File: config.mk
export PLATFORM = sky130hd
export DESIGN_NAME = fetch_ctrl
export DESIGN_NICKNAME = d
export VERILOG_FILES = /design/src/rtl/fetch_ctrl_pkg.sv /design/src/rtl/fetch_inst_buf.sv /design/src/rtl/fetch_ctrl.sv
export SDC_FILE = /design/constraint.sdc
export NUM_CORES = 1
export LEC_CHECK = 0
export CAP_MARGIN = 10
export CORE_MARGIN = 4
export CORE_UTILIZATION = 49
export CTS_BUF_LIST = sky130_fd_sc_hd__clkbuf_4
export CTS_CLUSTER_DIAMETER = 150
export DETAILED_ROUTE_END_ITERATION = 8
export GPL_TIMING_DRIVEN = 0
export PLACE_DENSITY = 0.83
export SYNTH_ARGS = -nofsm -noshare
export SYNTH_HDL_FRONTEND = slang
export SYNTH_SLANG_ARGS = --single-unit
File: constraint.sdc
create_clock -name clock -period 2.1 [get_ports clock]
set_clock_uncertainty 0.05 [all_clocks]
set_input_delay 0.42 -clock clock [delete_from_list [all_inputs] [get_ports clock]]
set_output_delay 0.42 -clock clock [all_outputs]
set_load 0.005 [all_outputs]
File: src/rtl/fetch_ctrl_pkg.sv
// Shared types and constants for the instruction fetch controller.
package fetch_ctrl_pkg;

  localparam int WORD_W = 16;
  localparam logic [WORD_W-1:0] DEFAULT_RESET_PC = 16'h0000;

  typedef enum logic [1:0] {
    IDLE = 2'd0,
    REQ  = 2'd1,
    WAIT = 2'd2,
    HOLD = 2'd3
  } fetch_state_t;

endpackage

File: src/rtl/fetch_inst_buf.sv
// Single-entry holding register for the instruction offered to decode.
// Handshake: a word transfers on a clock edge where valid && ready; flush drops it.
module fetch_inst_buf
  import fetch_ctrl_pkg::*;
(
  input  logic              clock,
  input  logic              reset,
  input  logic              load,
  input  logic [WORD_W-1:0] load_data,
  input  logic [WORD_W-1:0] load_pc,
  input  logic              ready,
  input  logic              flush,
  output logic              valid,
  output logic [WORD_W-1:0] data,
  output logic [WORD_W-1:0] pc
);

  always_ff @(posedge clock or negedge reset) begin
    if (!reset) begin
      valid <= 1'b0;
      data  <= '0;
      pc    <= '0;
    end else if (load) begin
      valid <= 1'b1;
      data  <= load_data;
      pc    <= load_pc;
    end else if (flush || (valid && ready)) begin
      valid <= 1'b0;
    end
  end

endmodule

File: src/rtl/fetch_ctrl.sv
// Instruction fetch controller: one outstanding memory request, redirect-aware.
// Optional FETCH_CTRL_HALT_EN adds halt/halted ports that stall new requests.
module fetch_ctrl
  import fetch_ctrl_pkg::*;
#(
  parameter logic [WORD_W-1:0] RESET_PC = DEFAULT_RESET_PC
) (
  input  logic              clock,
  input  logic              reset,
`ifdef FETCH_CTRL_HALT_EN
  input  logic              halt,
  output logic              halted,
`endif
  output logic              mem_req_valid,
  input  logic              mem_req_ready,
  output logic [WORD_W-1:0] mem_addr,
  input  logic              mem_rsp_valid,
  input  logic [WORD_W-1:0] mem_rsp_data,
  output logic              inst_valid,
  input  logic              inst_ready,
  output logic [WORD_W-1:0] inst_data,
  output logic [WORD_W-1:0] inst_pc,
  input  logic              redirect,
  input  logic [WORD_W-1:0] redirect_target,
  output fetch_state_t      fsm_state
);

  fetch_state_t      state, state_next;
  logic [WORD_W-1:0] pc;
  logic [WORD_W-1:0] inflight_addr;
  logic              discard;
  logic              halt_req;
  logic              req_fire;
  logic              rsp_take;
  logic              buf_flush;

`ifdef FETCH_CTRL_HALT_EN
  assign halt_req = halt;
  assign halted   = (state == REQ) && halt;
`else
  assign halt_req = 1'b0;
`endif

  assign req_fire  = mem_req_valid && mem_req_ready;
  assign rsp_take  = (state == WAIT) && mem_rsp_valid && !discard && !redirect;
  assign buf_flush = (state == HOLD) && redirect;
  assign fsm_state = state;

  always_ff @(posedge clock or negedge reset) begin
    if (!reset) state <= IDLE;
    else        state <= state_next;
  end

  always_comb begin
    state_next = state;
    case (state)
      IDLE: state_next = REQ;
      REQ:  if (req_fire) state_next = WAIT;
      // A response under redirect or pending discard is dropped and we refetch.
      WAIT: if (mem_rsp_valid) state_next = (redirect || discard) ? REQ : HOLD;
      HOLD: if (redirect || inst_ready) state_next = REQ;
      default: state_next = IDLE;
    endcase
  end

  always_comb begin
    mem_req_valid = (state == REQ) && !halt_req;
    mem_addr      = pc;
  end

  always_ff @(posedge clock or negedge reset) begin
    if (!reset) begin
      pc            <= RESET_PC;
      inflight_addr <= '0;
      discard       <= 1'b0;
    end else begin
      if (state != IDLE && redirect) pc <= redirect_target;
      else if (req_fire)             pc <= pc + 16'd1;

      if (req_fire) begin
        inflight_addr <= pc;
        discard       <= redirect;
      end else if (state == WAIT) begin
        if (mem_rsp_valid) discard <= 1'b0;
        else if (redirect) discard <= 1'b1;
      end
    end
  end

  fetch_inst_buf u_inst_buf (
    .clock     (clock),
    .reset     (reset),
    .load      (rsp_take),
    .load_data (mem_rsp_data),
    .load_pc   (inflight_addr),
    .ready     (inst_ready),
    .flush     (buf_flush),
    .valid     (inst_valid),
    .data      (inst_data),
    .pc        (inst_pc)
  );

endmodule

==> results.cfg <==
[yosys]
synth-seq-cells = 68
synth_most_common_cell = dfrtp_1
ys_top_cells_by_area = dfrtp_1 (56%), mux2_2 (17%), nand2_1 (3.5%)
netlist_area_mm2 = 0.00303
synth_warnings = 0
yosysUniqueCellTypes = 35
synth_commonest_cells = dfrtp_1 (68), mux2_2 (46), nand2_1 (28), o21ai_0 (13), inv_1 (7)
ys_seq_area_frac = 0.562
ys.flop_type = dfrtp_1
synth_area_leader_cell = dfrtp_1
synth_cells = 241
synthArstFlopShare = 1.00
synth.avg_cell_area_um2 = 12.6
syn_nets = 285
synth_edf_count = 0
synth_top_area_share = 0.562

[place]
placedCellCount = 405
port_buffers = 89
placed_area_mm2 = 0.00401
place_congestion = 0.839
dpl.hpwl_um = 4970

[power_and_ir_drop]
switching_share = 0.332
vdd.ir_drop.worst_v = 0.000802
p_per_area_mw_per_mm2 = 1330
internal_power_mw = 3.74
p_switching_mw = 1.86
seq_power_share = 0.430
p_leak_nw = 1.78
clockPowerShare = 0.149
p_comb_frac = 0.422

[timing]
period_needed_ns = 1.99
final_hold_viol_count = 0
fmax_mhz = 503
relSlewSlack = 0.445
setup_viol = 0
worstMarginPinSlew_ns = 0.833
hold-worst-slack_ns = 0.0335
maxSlewViolCount = 0
fin_crit_sh = 0.947
rsz0062_at_grt = no

[route]
drtIter0Drc = 85
postRouteWirelength_um = 6910
drc = 0
vias = 2226
ant_nets = 0
drt_first_pass_iters = 4
drt-wirelength-per-cell_um = 16.3
via_per_inst = 5.26

[cells_and_area]
fillers = 428
finalNonFillerCells = 423
area_growth_pct = 38.5
drive_gt1_frac = 0.241
utilization = 0.704
fin_area_mm2 = 0.00419
final_nets = 387
register_area_mm2 = 0.00170
multiInputGateArea_mm2 = 0.00126
diodes = 0

[clock_tree]
clkLatencyLatePin_ns = 0.41
path_clk_slew_ns = 0.11
cts_buffers = 9
cts_sinks = 68
htreeDepth = 3
cts_tree = done
clockRootBuffer = clkbuf_4
holdBufCountCts = 0
clockBufferDepth = 2

[min_path]
hold_class = primary input to async pin

[setup_path]
cpLargestDelayFamily = buffers and inverters
worstReg2RegStart = fsm_state[0]
worstReg2RegEnd = u_inst_buf.pc[6]
worstRegToRegCells = 8
required_ns = 1.63
path_cells = clkdlybuf4s50_1
end_kind = output pin
slowest_delay_ns = 0.59
start_kind = register
crit_type = register to output pin
cpMaxStageDelayCell = clkdlybuf4s50_1
cp_num_buf_inv = 1
arrival_ns = 1.52
worstPathMaxFanout = 9
worst-r2r-setup-slack_ns = 0.12

[die]
die_y_um = 86.6
coreArea_mm2 = 0.00596
num_rows = 28
initial_core_util = 0.508
die_x_um = 86.6
die_area_mm2 = 0.00750
io_pins = 90

[global_route]
antenna_found_initial = 0
grt_max_degree = 69
gr-usage-all-layers = 0.194
grt_first_pass_wirelength_um = 11200
grt_pass1_vias = 2244
grt_overflow = 0

[run_status]
status = complete, no violations

[run]
drv_cap = 0
timing repair:
item / 4_1_cts / 5_1_grt
setup buffers: 1 / 1
gates resized for setup: 6 / 6
cloned: 0 / 0
endpoints found under the setup margin: 2 / 36
flip-flops by register name, summed over array words and instances, names as in the netlist:
name / flops
u_inst_buf.pc: 16
mem_addr: 16
fsm_state: 2
u_inst_buf.valid: 1
u_inst_buf.data: 16
discard: 1
inflight_addr: 16
logic make-up after synthesis:
kind of cell	count (synthesis)	share of synthesized area
AOI/OAI and AO/OA	24	0.0471
buffers and inverters	18	0.0281
and+or+nand+nor	65	0.125
xor gates and xnor gates	10	0.0289
muxes	50	0.184
DFF	68	0.562
adders and majority gates	6	0.0248
routing by layer:
layer  share of wire  global-route usage
met1            0.45               0.262
met3           0.058              0.0371
met4           0.024              0.0949
met2            0.47               0.303
met5               0                   0
layout by cell type, fill, tap and decap left out, types with 3 or more instances in the layout:
cell             netlist  routed
o21ai_0               13      13
nand2_1               28      28
o211ai_1               3       3
clkdlybuf4s50_1        0      87
inv_1                  7       6
and4_1                 3       3
mux2i_1                4       4
nor3_1                 4       3
dfrtp_1               68      67
buf_2                  5       4
clkbuf_4               0      10
nor2_1                 6       6
a21oi_1                3       3
xnor2_1                5       5
nand4_1                5       5
nor4_1                 4       4
buf_6                  0       3
nand2b_1               4       4
buf_4                  3       3
xor2_1                 5       5
mux2_2                46      46
ha_1                   6       5
power groups by stage:
| stage | sequential, mW | combinational [mW] | clock [mW] |
|---|---|---|---|
| floorplan | 2.37 | 1.03 | 0 |
| global placement | 2.39 | 2.25 | 0 |
| detailed placement | 2.43 | 2.32 | 0 |
| CTS | 2.41 | 2.36 | 0.846 |
| global route | 2.50 | 2.57 | 0.908 |
| finish | 2.40 | 2.36 | 0.833 |
how the worst max path moves through the flow:
stage                 startpoint                 end  depth (start not counted)
floorplan           fsm_state[1]        mem_addr[13]                          6
global placement           reset  u_inst_buf.data[5]                          1
detailed placement      redirect    u_inst_buf.pc[6]                          6
CTS                 fsm_state[0]  u_inst_buf.data[0]                          8
global route        fsm_state[0]    u_inst_buf.pc[6]                          8
finish               mem_addr[9]         mem_addr[9]                          1
through the flow:
| stage | setup TNS [ns] | setup WS (ns) | power [mW] |
|---|---|---|---|
| floorplan | 0 | 0.265 | 3.40 |
| global placement | -118.51 | -1.66 | 4.64 |
| detailed placement | -7.42 | -0.223 | 4.75 |
| CTS | -0.00904 | -0.00520 | 5.62 |
| global route | 0 | 0.0108 | 5.98 |
| finish | 0 | 0.111 | 5.59 |
final cells by class:
class,instances,area share
Buffer,11,0.0176
Clock buffer,9,0.0161
Clock inverter,7,0.0161
Inverter,7,0.00627
Multi-Input combinational cell,155,0.300
Sequential cell,68,0.406
Tap cell,75,0.0224
Timing Repair Buffer,91,0.215
(Power assumes the default switching activity.)
